**src/rtl/io_bank_arbiter_if.sv**
```systemverilog
// rtl/io_bank_arbiter_if.sv - requester and bank signal bundle for io_bank_arbiter
interface io_bank_arbiter_if #(
    parameter int ADDR_W = 6,
    parameter int DATA_W = 32
);
    logic              i_req0;
    logic [ADDR_W-1:0] i_addr0;
    logic              i_we0;
    logic [DATA_W-1:0] i_wdata0;
    logic [2:0]        i_funct0;
    logic              i_req1;
    logic [ADDR_W-1:0] i_addr1;
    logic              i_we1;
    logic [DATA_W-1:0] i_wdata1;
    logic [2:0]        i_funct1;
    logic              o_ack0;
    logic              o_ack1;
    logic              o_err0;
    logic              o_err1;
    logic [DATA_W-1:0] o_rdata;
    logic              o_bank_en;
    logic              o_bank_we;
    logic [ADDR_W-1:0] o_bank_addr;
    logic [DATA_W-1:0] o_bank_wdata;
    logic [2:0]        o_bank_funct;
    logic [DATA_W-1:0] i_bank_rdata;

    // Arbiter side
    modport slave (
        input  i_req0, i_addr0, i_we0, i_wdata0, i_funct0,
        input  i_req1, i_addr1, i_we1, i_wdata1, i_funct1,
        output o_ack0, o_ack1, o_err0, o_err1, o_rdata,
        output o_bank_en, o_bank_we, o_bank_addr, o_bank_wdata, o_bank_funct,
        input  i_bank_rdata
    );

    // Requesters and bank side
    modport master (
        output i_req0, i_addr0, i_we0, i_wdata0, i_funct0,
        output i_req1, i_addr1, i_we1, i_wdata1, i_funct1,
        input  o_ack0, o_ack1, o_err0, o_err1, o_rdata,
        input  o_bank_en, o_bank_we, o_bank_addr, o_bank_wdata, o_bank_funct,
        output i_bank_rdata
    );
endinterface

```
**src/rtl/io_bank_arbiter.sv**
```systemverilog
// rtl/io_bank_arbiter.sv - two-port round-robin arbiter and sequencer for the output peripheral bank
module io_bank_arbiter #(
    parameter int ADDR_W = 6,
    parameter int DATA_W = 32
) (
    input  logic            i_clk,
    input  logic            i_rst,
    io_bank_arbiter_if.slave bus
);
    typedef enum logic [1:0] {
        IDLE   = 2'd0,
        ACCESS = 2'd1,
        DONE   = 2'd2
    } state_t;

    localparam logic [ADDR_W:0] BANK_SIZE = {1'b1, {ADDR_W{1'b0}}};

    state_t            state;
    state_t            state_nxt;

    logic [ADDR_W-1:0] lat_addr;
    logic              lat_we;
    logic [DATA_W-1:0] lat_wdata;
    logic [2:0]        lat_funct;
    logic              lat_id;
    logic              last_win;
    logic [DATA_W-1:0] rdata_q;

    logic              grant_any;
    logic              grant_id;
    logic [ADDR_W:0]   acc_size;
    logic [ADDR_W:0]   acc_end;
    logic              funct_ok;
    logic              legal;

    logic              bank_en;
    logic              ack0;
    logic              ack1;
    logic              err0;
    logic              err1;

    // Winner selection: a lone request wins; on a tie the port that lost last time wins
    always_comb begin
        grant_any = bus.i_req0 | bus.i_req1;
        grant_id  = bus.i_req1 & (~bus.i_req0 | ~last_win);
    end

    // Access size and bounds check on the latched payload, one extra bit so no wrap-around
    always_comb begin
        acc_size = '0;
        funct_ok = 1'b1;
        case (lat_funct)
            3'd0, 3'd4: acc_size = {{ADDR_W{1'b0}}, 1'b1};
            3'd1, 3'd5: acc_size = {{(ADDR_W-1){1'b0}}, 2'b10};
            3'd2:       acc_size = {{(ADDR_W-2){1'b0}}, 3'b100};
            default:    funct_ok = 1'b0;
        endcase
        acc_end = {1'b0, lat_addr} + acc_size;
        legal   = funct_ok && (acc_end <= BANK_SIZE);
    end

    // State register
    always_ff @(posedge i_clk or posedge i_rst) begin
        if (i_rst) begin
            state <= IDLE;
        end else begin
            state <= state_nxt;
        end
    end

    // Next state and per-state strobes
    always_comb begin
        state_nxt = state;
        bank_en   = 1'b0;
        ack0      = 1'b0;
        ack1      = 1'b0;
        err0      = 1'b0;
        err1      = 1'b0;
        case (state)
            IDLE: begin
                if (grant_any) begin
                    state_nxt = ACCESS;
                end
            end
            ACCESS: begin
                bank_en   = legal;
                state_nxt = DONE;
            end
            DONE: begin
                ack0      = ~lat_id;
                ack1      = lat_id;
                err0      = ~lat_id & ~legal;
                err1      = lat_id & ~legal;
                state_nxt = IDLE;
            end
            default: state_nxt = IDLE;
        endcase
    end

    // Latch the winning transaction when leaving IDLE
    always_ff @(posedge i_clk or posedge i_rst) begin
        if (i_rst) begin
            lat_addr  <= '0;
            lat_we    <= 1'b0;
            lat_wdata <= '0;
            lat_funct <= '0;
            lat_id    <= 1'b0;
        end else if (state == IDLE && grant_any) begin
            lat_id    <= grant_id;
            lat_addr  <= grant_id ? bus.i_addr1  : bus.i_addr0;
            lat_we    <= grant_id ? bus.i_we1    : bus.i_we0;
            lat_wdata <= grant_id ? bus.i_wdata1 : bus.i_wdata0;
            lat_funct <= grant_id ? bus.i_funct1 : bus.i_funct0;
        end
    end

    // Capture load data at the end of ACCESS; stores and rejected accesses return zero
    always_ff @(posedge i_clk or posedge i_rst) begin
        if (i_rst) begin
            rdata_q <= '0;
        end else if (state == ACCESS) begin
            rdata_q <= (legal && !lat_we) ? bus.i_bank_rdata : '0;
        end
    end

    // Round-robin pointer remembers the last completed winner; reset favours port 0
    always_ff @(posedge i_clk or posedge i_rst) begin
        if (i_rst) begin
            last_win <= 1'b1;
        end else if (state == DONE) begin
            last_win <= lat_id;
        end
    end

    assign bus.o_ack0        = ack0;
    assign bus.o_ack1        = ack1;
    assign bus.o_err0        = err0;
    assign bus.o_err1        = err1;
    assign bus.o_rdata       = rdata_q;
    assign bus.o_bank_en     = bank_en;
    assign bus.o_bank_we     = lat_we & bank_en;
    assign bus.o_bank_addr   = lat_addr;
    assign bus.o_bank_wdata  = lat_wdata;
    assign bus.o_bank_funct  = lat_funct;
endmodule

```
**src/flat_wrapper.sv**
```systemverilog
// flat-port wrapper written by rule: the top's interface ports become plain ports
module io_bank_arbiter_flat 
#(
    parameter int ADDR_W = 6,
    parameter int DATA_W = 32
)
  (i_clk, i_rst, bus_i_req0, bus_i_addr0, bus_i_we0, bus_i_wdata0, bus_i_funct0, bus_i_req1, bus_i_addr1, bus_i_we1, bus_i_wdata1, bus_i_funct1, bus_o_ack0, bus_o_ack1, bus_o_err0, bus_o_err1, bus_o_rdata, bus_o_bank_en, bus_o_bank_we, bus_o_bank_addr, bus_o_bank_wdata, bus_o_bank_funct, bus_i_bank_rdata);
  io_bank_arbiter_if #(.ADDR_W(ADDR_W), .DATA_W(DATA_W)) bus_i ();
  input  logic i_clk;
  input  logic i_rst;
  input wire logic [$bits(bus_i.i_req0)-1:0] bus_i_req0;
  input wire logic [$bits(bus_i.i_addr0)-1:0] bus_i_addr0;
  input wire logic [$bits(bus_i.i_we0)-1:0] bus_i_we0;
  input wire logic [$bits(bus_i.i_wdata0)-1:0] bus_i_wdata0;
  input wire logic [$bits(bus_i.i_funct0)-1:0] bus_i_funct0;
  input wire logic [$bits(bus_i.i_req1)-1:0] bus_i_req1;
  input wire logic [$bits(bus_i.i_addr1)-1:0] bus_i_addr1;
  input wire logic [$bits(bus_i.i_we1)-1:0] bus_i_we1;
  input wire logic [$bits(bus_i.i_wdata1)-1:0] bus_i_wdata1;
  input wire logic [$bits(bus_i.i_funct1)-1:0] bus_i_funct1;
  output wire logic [$bits(bus_i.o_ack0)-1:0] bus_o_ack0;
  output wire logic [$bits(bus_i.o_ack1)-1:0] bus_o_ack1;
  output wire logic [$bits(bus_i.o_err0)-1:0] bus_o_err0;
  output wire logic [$bits(bus_i.o_err1)-1:0] bus_o_err1;
  output wire logic [$bits(bus_i.o_rdata)-1:0] bus_o_rdata;
  output wire logic [$bits(bus_i.o_bank_en)-1:0] bus_o_bank_en;
  output wire logic [$bits(bus_i.o_bank_we)-1:0] bus_o_bank_we;
  output wire logic [$bits(bus_i.o_bank_addr)-1:0] bus_o_bank_addr;
  output wire logic [$bits(bus_i.o_bank_wdata)-1:0] bus_o_bank_wdata;
  output wire logic [$bits(bus_i.o_bank_funct)-1:0] bus_o_bank_funct;
  input wire logic [$bits(bus_i.i_bank_rdata)-1:0] bus_i_bank_rdata;
  assign bus_i.i_req0 = bus_i_req0;
  assign bus_i.i_addr0 = bus_i_addr0;
  assign bus_i.i_we0 = bus_i_we0;
  assign bus_i.i_wdata0 = bus_i_wdata0;
  assign bus_i.i_funct0 = bus_i_funct0;
  assign bus_i.i_req1 = bus_i_req1;
  assign bus_i.i_addr1 = bus_i_addr1;
  assign bus_i.i_we1 = bus_i_we1;
  assign bus_i.i_wdata1 = bus_i_wdata1;
  assign bus_i.i_funct1 = bus_i_funct1;
  assign bus_o_ack0 = bus_i.o_ack0;
  assign bus_o_ack1 = bus_i.o_ack1;
  assign bus_o_err0 = bus_i.o_err0;
  assign bus_o_err1 = bus_i.o_err1;
  assign bus_o_rdata = bus_i.o_rdata;
  assign bus_o_bank_en = bus_i.o_bank_en;
  assign bus_o_bank_we = bus_i.o_bank_we;
  assign bus_o_bank_addr = bus_i.o_bank_addr;
  assign bus_o_bank_wdata = bus_i.o_bank_wdata;
  assign bus_o_bank_funct = bus_i.o_bank_funct;
  assign bus_i.i_bank_rdata = bus_i_bank_rdata;
  io_bank_arbiter #(.ADDR_W(ADDR_W), .DATA_W(DATA_W)) u_core (.i_clk(i_clk), .i_rst(i_rst), .bus(bus_i));
endmodule
```
**config.mk**
```make
export PLATFORM = sky130hd
export DESIGN_NAME = io_bank_arbiter_flat
export DESIGN_NICKNAME = d
export VERILOG_FILES = /design/src/rtl/io_bank_arbiter_if.sv /design/src/rtl/io_bank_arbiter.sv /design/src/flat_wrapper.sv
export SDC_FILE = /design/constraint.sdc
export NUM_CORES = 1
export LEC_CHECK = 0
export BUFFER_PORTS_ARGS = -buffer_cell sky130_fd_sc_hd__buf_2
export CAP_MARGIN = 20
export CELL_PAD_IN_SITES_DETAIL_PLACEMENT = 0
export CELL_PAD_IN_SITES_GLOBAL_PLACEMENT = 1
export CORE_MARGIN = 5
export CORE_UTILIZATION = 29
export CTS_CLUSTER_SIZE = 14
export DETAILED_ROUTE_END_ITERATION = 8
export PLACE_DENSITY = 0.8
export SYNTH_ARGS = -nofsm -noshare
export SYNTH_HDL_FRONTEND = slang
export SYNTH_SLANG_ARGS = --single-unit
```
**constraint.sdc**
```tcl
create_clock -name i_clk -period 2.33 [get_ports i_clk]
set_input_delay 0.466 -clock i_clk [delete_from_list [all_inputs] [get_ports i_clk]]
set_output_delay 0.466 -clock i_clk [all_outputs]
set_load 0.01 [all_outputs]
```
## After elaboration in Yosys (flattened, before gate mapping)

Cells that the tools add are included.

| operators by class | value |
|---|---|
| multiply operators | 0 |
| shift-type cells | 0 |
| divide/modulo/power cells | 0 |
| eq/ne operators | 7 |
| muxes and demuxes | 14 |
| $add $sub $neg | 1 |
| reduce and logical (&&, ||, !) cells | 9 |
| order comparisons | 1 |
| bitwise logic cells | 10 |

Operators by type and width:

| kind | count |
|---|---|
| two-way mux 32 bit | 2 |
| one-hot mux 3 bit (3 select lines) | 1 |
| adder 6 x 3 -> 7 bit | 1 |
| <= comparator 7 bit, second input constant | 1 |
| two-way mux 1 bit | 7 |
| equality test 3 bit, second input constant | 2 |
| two-way mux 6 bit | 1 |
| OR reduction 5 bit | 1 |
| AND 1 bit | 4 |
| NOT 1 bit | 4 |
| one-hot mux 2 bit (2 select lines) | 1 |
| OR reduction 2 bit | 2 |
| equality test 3 x 1 -> 1 bit, second input constant | 1 |
| equality test 3 x 2 -> 1 bit, second input constant | 1 |
| logical AND 1 bit | 3 |
| logical NOT 3 bit | 1 |
| two-way mux 3 bit | 1 |
| equality test 2 x 1 -> 1 bit, second input constant | 1 |
| equality test 2 bit, second input constant | 1 |
| logical NOT 2 bit | 1 |
| two-way mux 2 bit | 1 |
| != test 2 x 1 -> 1 bit, second input constant | 1 |
| bitwise OR 1 bit | 2 |
| logical NOT 1 bit | 1 |

| word-level totals | value |
|---|---|
| memory bits (writable) | 0 |
| bits in latches | 0 |
| memory bits (read-only) | 0 |
| memories kept | 0 |
| bits in registers | 78 |
| logic and storage cells | 50 |
| input port bits | 120 |

## Depth between registers and ports, before layout

Gate-level depths: netlist (run 1).

| logic depth | value |
|---|---|
| depth after elaboration | 9 |
| depth in mapped cells | 8 |
| depth with buffers taken out | 7 |

## Worst setup path before layout (run 1)

OpenSTA, ideal clock, no wires.

| timing | value |
|---|---|
| kind | register -> register |
| from | register u_core.lat_funct[0], in the netlist u_core.bus.o_bank_funct[0] |
| to | register u_core.rdata_q[0], in the netlist u_core.bus.o_rdata[0] |
| setup slack | -184 ps |
| stages on the path, launching flop included | 9 |
| arrival | 2448 ps |
| buffers on the path | 1 |
| required time | 2265 ps |
| library setup time | 65 ps |
| period minus slack after synthesis | 2514 ps |
| path through | dfrtp_1 > nor2_1 > ha_1 > fa_1 > or2_1 > a2111o_1 > a2111oi_4 > buf_6 > a22o_1 |

| between the ends | value |
|---|---|
| word-level cells in the longest chain between the ends | 8 |

Ends and longest elaborated chain:

| what | line | source |
|---|---|---|
| start: declaration | io_bank_arbiter.sv:24 | `logic [2:0] lat_funct;` |
| start signal: assignment | io_bank_arbiter.sv:113 | `lat_funct <= grant_id ? bus.i_funct1 : bus.i_funct0;` |
| equality test 3 x 1 -> 1 bit (tied with other cells) | io_bank_arbiter.sv:52 | `case (lat_funct)` |
| OR reduction 2 bit | -- |  |
| one-hot mux 3 bit (3 select lines) | io_bank_arbiter.sv:52 |  |
| adder 6 x 3 -> 7 bit | io_bank_arbiter.sv:58 | `acc_end = {1'b0, lat_addr} + acc_size;` |
| <= comparator 7 bit | io_bank_arbiter.sv:59 | `legal = funct_ok && (acc_end <= BANK_SIZE);` |
| logical AND 1 bit (*) | io_bank_arbiter.sv:59 |  |
| logical AND 1 bit (*) | io_bank_arbiter.sv:122 | `rdata_q <= (legal && !lat_we) ? bus.i_bank_rdata : '0;` |
| two-way mux 32 bit (*) | io_bank_arbiter.sv:122 |  |
| end signal: assignment | io_bank_arbiter.sv:122 |  |
| end: declaration | io_bank_arbiter.sv:27 | `logic [DATA_W-1:0] rdata_q;` |

Mark *: on every way between the ends. The rest lies on a longest branch, timed or not.
A chain may end at the register's enable or synchronous reset.

## Final worst setup path (run 1)

| timing | value |
|---|---|
| from | register u_core.lat_funct[0], in the netlist u_core.bus.o_bank_funct[0] |
| to | output bus_o_bank_we |

| between the ends | value |
|---|---|
| word-level cells in the longest chain between the ends | 8 |

Ends and longest elaborated chain:

| what | line | source |
|---|---|---|
| equality test 3 x 1 -> 1 bit (tied with other cells) | io_bank_arbiter.sv:52 |  |
| OR reduction 2 bit | -- |  |
| one-hot mux 3 bit (3 select lines) | io_bank_arbiter.sv:52 |  |
| adder 6 x 3 -> 7 bit | io_bank_arbiter.sv:58 |  |
| <= comparator 7 bit | io_bank_arbiter.sv:59 |  |
| logical AND 1 bit (*) | io_bank_arbiter.sv:59 |  |
| two-way mux 1 bit (*) | io_bank_arbiter.sv:79 | `case (state)` |
| AND 1 bit (*) | io_bank_arbiter.sv:141 | `assign bus.o_bank_we = lat_we & bank_en;` |
| end: declaration | flat_wrapper.sv:27 | `output wire logic [$bits(bus_i.o_bank_we)-1:0] bus_o_bank_we;` |

Marks and branches as above.

==> impl_results.md, run 1 <==
- Outcome: finished, violations left
- Failing checks: setup timing
- GRT overflow: 0
- Fmax: 340 MHz
- Gpl congestion: 0.691
- Crit share post-route: 1.26
- Setup slack after layout: -0.614 ns
- Worst-path cell chain: nor2_2, ha_2, fa_1, or2_1, a2111o_1, nand2_2, and4_1, buf_2
- Post-synth EDFFs: 0
- Post-Syn Area: 0.00340 sq mm
- CTS tree: built
- Pre-CTS WS: -0.377 ns
- Antenna-violating nets left: 0
- Critical path's top delay family: simple AND/OR/NAND/NOR gates
- Peak supply drop: 459 uV
- Synth Flop Type: dfrtp_1
- Max Slew Vio Count: 0
- Sw power: 2.36 mW
- Least-Margin Pin Slew: 0.683 ns
- DR vias: 3,003
- Area of the multi-input gates: 0.00135 sq mm
- Total track usage: 0.147
- Vias in the first global route: 3,286
- Hold Path Class: input pin to asynchronous set/reset pin
- Slowest cell on crit path: dfrtp_1
- Clock Power Share: 0.205
- DP Area: 0.00466 sq mm
- Ant. Diodes: 0
- Clock sinks: 78
- Pin count of the biggest net entering global routing: 87
- Global-route wire length before repair: 16,800 um
- Async S/R FF share, synth: 1.00
- P_int: 3.94 mW
- Slew margin rel.: 0.543
- Avg Inst Size Synth: 11.5 sq um
- Sequential share of power: 0.352
- Layout cell share with drive strength beyond 1: 0.494
- Initial antenna violation count: 0
- Worst EP arrival: 2.48 ns
- Worst-path clk slew: 0.06 ns
- Most common cell after layout, fill and taps aside: buf_2
- Crit Path Class: register to output pin
- Power Dens Cells: 1230 mW/mm^2
- Critical Path RT: 1.86 ns
- Crit path largest cell delay: 0.41 ns
- Final wirelength: 10,300 um
- CTS buffer count: 9
- Area Overhead vs Synth: 51.3%
- Crit path max fanout: 4
- # IOs: 199
- Post-route design area: 0.00514 sq mm
- Post-route insts no fill: 663
- Worst setup SP type: register
- Initial Util: 0.296
- Sequential fraction of the synthesis area: 0.575
- Clock Latency Late Sink: 0.33 ns
- Yosys reg bits: 78
- Htree depth: 3
- Pre-Repair DR Iteration Count: 4
- Die area: 0.0140 sq mm
- Switching share of total power: 0.374
- Fin Hold WS: 0.236 ns
- Combinational power share: 0.443
- Cell variety after synth: 29
- Iter 0 DRT Violations: 77
- Die width: 118 um
- # rows: 39
- Hold-fix buffers at CTS: 0
- Leakage power: 2.68 nW
- CP Capture Type: output pin
- HPWL Detailed: 7600 um
- RSZ-0062 raised after global routing: yes
- Cells after synthesis: 295
- Final Hold Viols: 0
- Final setup fails: 36
- Clock tree buffer depth: 2
- MaxCap Viol Count: 0
- Syn Nets: 419
- Final Skew: 0.00839 ns
- Core area: 0.0115 sq mm
- Reg area: 0.00195 sq mm
- IO buf count: 198
- Yosys warnings: 0
- Residual DRC: 0
- Final nets: 639
- Bufs and invs on worst path: 1
- # fillers: 1,102
- DIE HEIGHT: 118 um
- WL/cell: 15.5 um
- DP Cell Count: 633
- Most frequent cells in the layout: 198 x buf_2, 77 x dfrtp_1, 44 x nor2_1, 44 x a21oi_1, 42 x mux2i_1
- Clk Tree Root Cell: clkbuf_16
- DR vias/cell: 4.53
- Final min period: 2.94 ns
-- cells in the mapped netlist (all sizes together), types with 2 or more instances --
master,count,area [sq um]
or2,2,12.5
nor2,45,169
dfrtp,77,1930
nand2b,2,12.5
a21boi,2,15.0
a21oi,45,225
ha,3,37.5
buf,9,61.3
clkbuf,12,45.0
inv,5,18.8
a22o,32,280
nand2,5,21.3
mux2i,42,420
nor3b,2,15.0
o21ai,2,10.0
-- power by group through the flow --
stage | clock network, mW | registers (mW) | logic, mW
detailed placement | 0 | 2.23 | 2.64
finish | 1.29 | 2.22 | 2.79
global placement | 0 | 2.22 | 2.57
floorplan | 0 | 2.46 | 1.27
global route | 1.39 | 2.29 | 3.11
CTS | 1.34 | 2.22 | 2.80
-- through the flow --
step	util	total power [mW]	TNS (ns)
after global placement	0.407	4.79	-5.98
final	0.448	6.30	-19.23
after detailed placement	0.407	4.88	-8.92
after floorplan	-	3.72	-6.10
after global routing	0.448	6.80	-23.84
after CTS	0.445	6.36	-21.04
-- sequential cells by signal, summed over array words and instances, names as in the netlist --
name and count:
u_core.bus.o_bank_addr 6, u_core.bus.o_bank_funct 3, u_core.bus.o_bank_wdata 32, u_core.bus.o_rdata 32
u_core.last_win 1, u_core.lat_id 1, u_core.lat_we 1, u_core.state 2
-- cell families (layout without fill, tap and decap cells) --
logic type / after synthesis / in the layout / synth area share
compound gates: 84 / 84 / 0.170
xor+xnor: 1 / 1 / 0.00258
fa+ha+maj: 4 / 4 / 0.0169
buf+inv: 26 / 251 / 0.0368
flops: 78 / 78 / 0.575
mux: 42 / 42 / 0.124
simple gates: 60 / 60 / 0.0755
-- layer usage --
layer,track usage,up-vias,wire length [um]
met1,0.175,1401,4040
met3,0.0468,8,837
li1,-,1485,-
met5,0,-,0
met4,0.0452,0,117
met2,0.253,109,5260
-- layout make-up --
cell class / instances / area share
clock inverter: 5 / 0.00657
sequential: 78 / 0.380
multi-input combinational: 191 / 0.262
inverter: 5 / 0.00438
tap: 143 / 0.0348
clock buffer: 11 / 0.0472
timing repair buffer: 230 / 0.265
-- timing repair --
action | in CTS | in global routing
pin swaps | 6 | 5
endpoints found under the hold margin | 0 | 0
buffers inserted | 8 | 3
gates resized for setup | 9 | 1
gates cloned | 3 | 0
setup endpoints to repair | 36 | 36
-- final timing paths --
| check | slack [ns] | depth (start not counted) | startpoint | endpoint |
|---|---|---|---|---|
| min reg2reg | 0.49 | 2 | u_core.last_win$_DFFE_PP1N_ | u_core.last_win$_DFFE_PP1N_ |
| min in group i_clk | 0.35 | 2 | bus_i_bank_rdata[14] | u_core.bus.o_rdata[14]$_DFFE_PP0N_ |
| max in group asynchronous | 1.46 | 3 | i_rst | u_core.bus.o_bank_funct[2]$_DFFE_PP0P_ |
| max reg2reg | -0.57 | 12 | u_core.bus.o_bank_funct[0]$_DFFE_PP0P_ | u_core.bus.o_rdata[26]$_DFFE_PP0N_ |
| max | -0.61 | 8 | u_core.bus.o_bank_funct[0]$_DFFE_PP0P_ | bus_o_bank_we |
| min | 0.24 | 2 | i_rst | u_core.bus.o_rdata[4]$_DFFE_PP0N_ |
-- worst reg2reg max path: stages, from the launching register on --
cell and delay (ns):
dfrtp_1 0.41, nor2_2 0.13, ha_2 0.20, fa_1 0.39
or2_1 0.22, a2111o_1 0.38, buf_4 0.15, buf_6 0.11
a2111oi_4 0.31, buf_4 0.20, buf_6 0.11, buf_16 0.12
a22o_1 0.12
No activity file was read; power rests on OpenSTA's default activity.
==> inputs of run 2 (changes only) <==
Settings changed: ABC_AREA set to 1, CORE_UTILIZATION 29 to 28, PLACE_DENSITY 0.8 to 0.79, SETUP_SLACK_MARGIN set to 0.15.
==> impl_results.md, run 2 <==
- Outcome: finished, violations left
- Failing checks: setup timing
- Fmax: 374 MHz (+10%)
- Top post-synthesis cells by area: dfrtp_1 51%, nand2_1 12%, nor2_1 8.3%
- Bufs and invs on worst path: 2 (+1)
- Residual DRC: 0 (unchanged)
- Crit path max fanout: 3 (-1)
- P_int: 4.26 mW (+8.1%)
- Hold Path Class: input pin to asynchronous set/reset pin
- Total track usage: 0.156 (+0.00950)
- Sw power: 3.07 mW (+30%)
- Htree depth: 3 (unchanged)
- Combinational power share: 0.458 (+0.015)
- # rows: 42 (+7.7%)
- Iter 0 DRT Violations: 226 (+190%)
- Clock Power Share: 0.207 (+0.002)
- Hold-fix buffers at CTS: 0 (unchanged)
- Syn Nets: 614 (+47%)
- Post-Syn Area: 0.00381 sq mm (+12%)
- Count leader, synth: nand2_1
- Global-route wire length before repair: 20,500 um (+22%)
- Slew margin rel.: 0.563 (+0.0195)
- IO buf count: 198 (unchanged)
- WP depth: 12 (+4)
- Core area: 0.0133 sq mm (+16%)
- Setup slack after layout: -0.342 ns (+0.271 ns)
- Final setup fails: 4 (-89%)
- Ant. Diodes: 0 (unchanged)
- Die width: 127 um (+7.1%)
- Pre-Repair DR Iteration Count: 4 (unchanged)
- Area Overhead vs Synth: 40.3%
- CTS buffer count: 9 (unchanged)
- Die area: 0.0160 sq mm (+15%)
- Layout cell share with drive strength beyond 1: 0.353 (-0.141)
- DP Cell Count: 844 (+33%)
- # fillers: 1,355 (+23%)
- CTS tree: built
- WL/cell: 14.7 um (-5.1%)
- Worst EP arrival: 2.21 ns (-0.27 ns)
- Worst path most repeated cell: nor2_1
- Final min period: 2.67 ns (-0.271 ns)
- Most common cell after layout, fill and taps aside: buf_2
- Crit Path Class: register to output pin
- Critical path's top delay family: adder cells
- # IOs: 199 (unchanged)
- Initial Util: 0.286 (-0.00988)
- Max Slew Vio Count: 0 (unchanged)
- Leakage power: 2.99 nW (+12%)
- Final wirelength: 12,600 um (+23%)
- Switching share of total power: 0.419 (+0.0445)
- Least-Margin Pin Slew: 0.655 ns (-0.0288 ns)
- Commonest cells in the netlist: 118 x nand2_1, 84 x nor2_1, 77 x dfrtp_1, 49 x o21ai_0, 44 x inv_1
- Most frequent cells in the layout: 197 x buf_2, 117 x nand2_1, 82 x nor2_1
- Antenna-violating nets left: 0 (unchanged)
- Sequential fraction of the synthesis area: 0.513 (-0.0619)
- Slowest cell on crit path: fa_1
- Async S/R FF share, synth: 1.00 (unchanged)
- Post-synth EDFFs: 0 (unchanged)
- Final Hold Viols: 0 (unchanged)
- Cell variety after synth: 25 (-14%)
- Worst setup SP type: register
- Cells after synthesis: 490 (+66%)
- Share of the synthesized area in the top cell type: 0.506 (-0.0611)
- Critical Path RT: 1.86 ns (about the same)
- Post-route insts no fill: 861 (+30%)
- Worst-path cell chain: nor2_1, ha_2, fa_1, nor2_1, nand2_1, nor2_1, nand2_1, nand2_4, nand2_4, inv_2, nor2_1, buf_2
- Crit share post-route: 1.15 (-0.117)
- Peak supply drop: 489 uV (+6.4%)
- Clock sinks: 78 (unchanged)
- DIE HEIGHT: 127 um (+7.1%)
- MaxCap Viol Count: 0 (unchanged)
- Clock Latency Late Sink: 0.33 ns (about the same)
- Yosys warnings: 0 (unchanged)
- Power Dens Cells: 1370 mW/mm^2 (+12%)
- Reg-to-reg startpoint: u_core.bus.o_bank_funct[1]$_DFFE_PP0P_
- Pin count of the biggest net entering global routing: 49 (-44%)
- Avg Inst Size Synth: 7.77 sq um (-33%)
- Clk Tree Root Cell: clkbuf_16
- DR vias: 3,919 (+31%)
- Vias in the first global route: 4,124 (+26%)
- DR vias/cell: 4.55 (+0.49%)
- Yosys reg bits: 78 (unchanged)
- RSZ-0062 raised after global routing: yes
- DP Area: 0.00501 sq mm (+7.4%)
- R2R Setup Slk: 0.17 ns (+0.74 ns)
- Cell taking the most area after synthesis: dfrtp_1
- GRT overflow: 0 (unchanged)
- Clock tree buffer depth: 2 (unchanged)
- CP Capture Type: output pin
- Final nets: 804 (+26%)
- R2r endpoint: u_core.bus.o_rdata[2]$_DFFE_PP0N_
- Initial antenna violation count: 1 (+1)
- Gpl congestion: 0.759 (+9.8%)
- R2R depth: 11 (-1)
- Post-route design area: 0.00534 sq mm (+3.9%)
- Final Skew: 0.00740 ns (-0.000989 ns)
- HPWL Detailed: 8950 um (+18%)
- Crit path largest cell delay: 0.42 ns (about the same)
- Worst-path clk slew: 0.06 ns (about the same)
- Synth Flop Type: dfrtp_1
- Sequential share of power: 0.335 (-0.017)
run 2: kinds of logic after synthesis:
group,share of synthesized area
AO/OA/AOI/OAI,0.119
adder cells (fa/ha/maj),0.0151
AND/OR/NAND/NOR,0.262
buffers and inverters,0.0910
flip-flops,0.513
run 2: timing repair:
| item | in CTS | in global routing |
|---|---|---|
| resized for setup | 2 | 1 |
| pin swaps | 0 | 1 |
| endpoints found under the setup margin | 4 | 36 |
| setup buffers | 1 | 0 |
run 2: power by group through the flow:
| stage | Combinational, mW | Clock [mW] | Sequential (mW) |
|---|---|---|---|
| 2_1_floorplan | 1.75 | 0 | 2.72 |
| 3_3_place_gp | 3.31 | 0 | 2.45 |
| 3_5_place_dp | 3.41 | 0 | 2.45 |
| 4_1_cts | 3.43 | 1.57 | 2.46 |
| 5_1_grt | 3.79 | 1.62 | 2.54 |
| 6_report | 3.36 | 1.52 | 2.45 |
run 2: per-layer routing:
metal  share of wire  GRT usage
met5         0.00055          0
met4           0.019     0.0599
met3            0.10     0.0597
met2            0.44      0.244
met1            0.44      0.196
run 2: worst max path at each step:
| stage | from | to | slack [ns] |
|---|---|---|---|
| CTS | u_core.bus.o_bank_funct[0]$_DFFE_PP0P_ | bus_o_bank_we | -0.36 |
| floorplan | u_core.bus.o_bank_funct[0]$_DFFE_PP0P_ | bus_o_bank_we | 0.09 |
| detailed placement | u_core.bus.o_bank_funct[1]$_DFFE_PP0P_ | bus_o_err1 | -0.04 |
| global placement | u_core.bus.o_bank_funct[0]$_DFFE_PP0P_ | bus_o_err1 | -0.002 |
| global route | u_core.bus.o_bank_funct[0]$_DFFE_PP0P_ | bus_o_bank_we | -0.51 |
| finish | u_core.bus.o_bank_funct[1]$_DFFE_PP0P_ | bus_o_err1 | -0.34 |
run 2: metrics by stage:
stage	TNS, ns	hold WS [ns]	power, mW	worst slack, ns	utilization
6_report	-1.29	0.196	7.33	-0.342	0.402
3_5_place_dp	-0.0604	0.462	5.86	-0.0356	0.377
4_1_cts	-1.39	0.189	7.45	-0.364	0.402
2_1_floorplan	0	0.447	4.47	0.0891	-
3_3_place_gp	-0.00225	0.457	5.76	-0.00225	0.377
5_1_grt	-1.95	0.200	7.94	-0.512	0.402
run 2: area by class of cell:
type                    count  area (sq um)  area share
flip-flops and latches     78          1950       0.366
repair buffers            211          1120       0.210
well taps                 176           220      0.0412
clock inverters             4          72.6      0.0136
inverters                  47           180      0.0337
multi-input cells         333          1550       0.290
clock buffers              12           246      0.0461
run 2: tightest hold or removal path: cells and delay by family:
family,cells,cell delay [ns]
buffers and inverters,3,0.41
==> inputs of run 3 (changes only) <==
Settings changed: CTS_CLUSTER_SIZE 14 to 30, RECOVER_POWER set to 25.
==> impl_results.md, run 3 (synthesized netlist as in run 2, its figures left out) <==
- Outcome: finished, violations left
- Failing checks: capacitance limit, slew limit, setup timing
- Most Crowded Layer GR: met2
- Global-route wire length before repair: 20,500 um (unchanged)
- Initial Util: 0.286 (unchanged)
- Worst setup SP type: register
- Setup slack after layout: -0.343 ns (-0.000341 ns)
- # rows: 42 (unchanged)
- Sequential share of power: 0.335 (about the same)
- # IOs: 199 (unchanged)
- Final Skew: 0.00740 ns (unchanged)
- WL/cell: 14.7 um (about the same)
- Crit Path Class: register to output pin
- Hold path startpoint: bus_i_wdata1[3]
- Post-route insts no fill: 861 (unchanged)
- Gpl congestion: 0.759 (unchanged)
- R2R Setup Slk: 0.17 ns (about the same)
- Clock tree buffer depth: 2 (unchanged)
- R2R depth: 11 (unchanged)
- CTS tree: built
- Max Slew Vio Count: 31 (+31)
- Least-Margin Pin Slew: 1.64 ns (+0.989 ns)
- P_int: 4.25 mW (-0.15%)
- Clk Tree Root Cell: clkbuf_16
- Ant. Diodes: 0 (unchanged)
- Peak supply drop: 489 uV (about the same)
- Most frequent cells in the layout: 197 x buf_2, 117 x nand2_1, 82 x nor2_1
- Hold path cells: 3
- DR vias/cell: 4.56 (+0.13%)
- Leakage power: 2.98 nW (-0.45%)
- RSZ-0062 raised after global routing: yes
- Slew margin rel.: -0.0959 (-0.659)
- GRT met2 Usage: 0.244 (unchanged)
- Fin Hold WS: 0.386 ns (+0.190 ns)
- Area Overhead vs Synth: 39.4%
- HPWL Detailed: 8950 um (unchanged)
- Worst-path clk slew: 0.06 ns (about the same)
- Final setup fails: 4 (unchanged)
- R2r endpoint: u_core.bus.o_rdata[2]$_DFFE_PP0N_
- DP Area: 0.00501 sq mm (unchanged)
- Crit path max fanout: 3 (unchanged)
- Global-route met1 utilization: 0.196 (unchanged)
- Sw power: 3.07 mW (about the same)
- M3 GR Usage: 0.0597 (unchanged)
- Final nets: 804 (unchanged)
- Clock Power Share: 0.207 (about the same)
- Hold-fix buffers at CTS: 0 (unchanged)
- Hold Path Class: input pin to register
- Critical Path RT: 1.86 ns (about the same)
- Final Hold Viols: 0 (unchanged)
- Residual DRC: 0 (unchanged)
- Iter 0 DRT Violations: 231 (+2.2%)
- Final min period: 2.67 ns (+0.000341 ns)
- Worst EP arrival: 2.21 ns (about the same)
- Htree depth: 3 (unchanged)
- Reg-to-reg startpoint: u_core.bus.o_bank_funct[1]$_DFFE_PP0P_
- CTS buffer count: 9 (unchanged)
- Fmax: 374 MHz (about the same)
- Initial antenna violation count: 1 (unchanged)
- Vias in the first global route: 4,124 (unchanged)
- Hold EP: u_core.bus.o_bank_wdata[3]$_DFFE_PP0P_
- Core Util, Final: 0.399 (-0.00254)
- Most common cell after layout, fill and taps aside: buf_2
- Die width: 127 um (unchanged)
- Antenna-violating nets left: 0 (unchanged)
- Core area: 0.0133 sq mm (unchanged)
- Power Dens Cells: 1380 mW/mm^2 (+0.55%)
- TNS Setup: -1.29 ns (-0.00130 ns)
- Total track usage: 0.156 (unchanged)
- Crit share post-route: 1.15 (about the same)
- Pin count of the biggest net entering global routing: 49 (unchanged)
- Clock sinks: 78 (unchanged)
- DR vias: 3,924 (+0.13%)
- DIE HEIGHT: 127 um (unchanged)
- Final wirelength: 12,600 um (about the same)
- Combinational power share: 0.457 (about the same)
- Pre-Repair DR Iteration Count: 4 (unchanged)
- Clock Latency Late Sink: 0.33 ns (about the same)
- Die area: 0.0160 sq mm (unchanged)
- CP Capture Type: output pin
- Switching share of total power: 0.419 (about the same)
- MaxCap Viol Count: 1 (+1)
- GRT overflow: 0 (unchanged)
- Post-route design area: 0.00531 sq mm (-0.63%)
- Layout cell share with drive strength beyond 1: 0.352 (-0.00146)
- DP Cell Count: 844 (unchanged)
- IO buf count: 198 (unchanged)
==> run 3: changes by cell type in the layout (fill, tap and decap cells not counted), sizes merged <==
| cell | change |
|---|---|
| clkbuf | +2 |
| buf | -2 |
==> run 3: timing repair <==
action                     in CTS  in global routing
buffers inserted                1                  0
hold endpoints to repair        0                  0
setup endpoints to repair       4                 36
pin swaps                       0                  1
gates resized for setup         2                  1
==> run 3: metal layers <==
metal,up-vias,part of all wire
met5,-,0.00055
met4,2,0.019
met3,21,0.10
met2,175,0.44
met1,1776,0.44
li1,1950,-
==> run 3: final cells by class <==
| type | instances | area [sq um] |
|---|---|---|
| fill | 1361 | 7990 |
| tap | 176 | 220 |
| clock inverter | 4 | 72.6 |
| sequential | 78 | 1950 |
| inverter | 47 | 178 |
| timing repair buffer | 211 | 1090 |
| multi-input combinational | 333 | 1550 |
| clock buffer | 12 | 246 |
==> run 3: worst max-delay path by stage <==
stage                                                 from            end  slack, ns  cells past startpoint
floorplan           u_core.bus.o_bank_funct[0]$_DFFE_PP0P_  bus_o_bank_we       0.09                     10
global placement    u_core.bus.o_bank_funct[0]$_DFFE_PP0P_     bus_o_err1     -0.002                     12
detailed placement  u_core.bus.o_bank_funct[1]$_DFFE_PP0P_     bus_o_err1      -0.04                     12
CTS                 u_core.bus.o_bank_funct[0]$_DFFE_PP0P_  bus_o_bank_we      -0.36                     11
global route        u_core.bus.o_bank_funct[0]$_DFFE_PP0P_  bus_o_bank_we      -0.51                     11
finish              u_core.bus.o_bank_funct[1]$_DFFE_PP0P_     bus_o_err1      -0.34                     12
==> run 3: worst max-delay path: stages (launching register included) <==
cell	delay [ns]
dfrtp_1	0.41
nor2_1	0.11
ha_2	0.20
fa_1	0.42
nor2_1	0.09
nand2_1	0.06
nor2_1	0.08
nand2_1	0.08
nand2_4	0.08
nand2_4	0.07
inv_2	0.08
nor2_1	0.04
buf_2	0.14
==> run 3: through the flow <==
stage | total power [mW] | worst slack [ns]
2_1_floorplan | 4.47 | 0.0891
3_3_place_gp | 5.76 | -0.00225
3_5_place_dp | 5.86 | -0.0356
4_1_cts | 7.45 | -0.364
5_1_grt | 7.94 | -0.512
6_report | 7.32 | -0.343
==> run 3: power by group through the flow <==
stage	Clock, mW	Combinational, mW	Sequential [mW]
floorplan	0	1.75	2.72
global placement	0	3.31	2.45
detailed placement	0	3.41	2.45
CTS	1.57	3.43	2.46
global route	1.62	3.78	2.54
finish	1.52	3.35	2.45
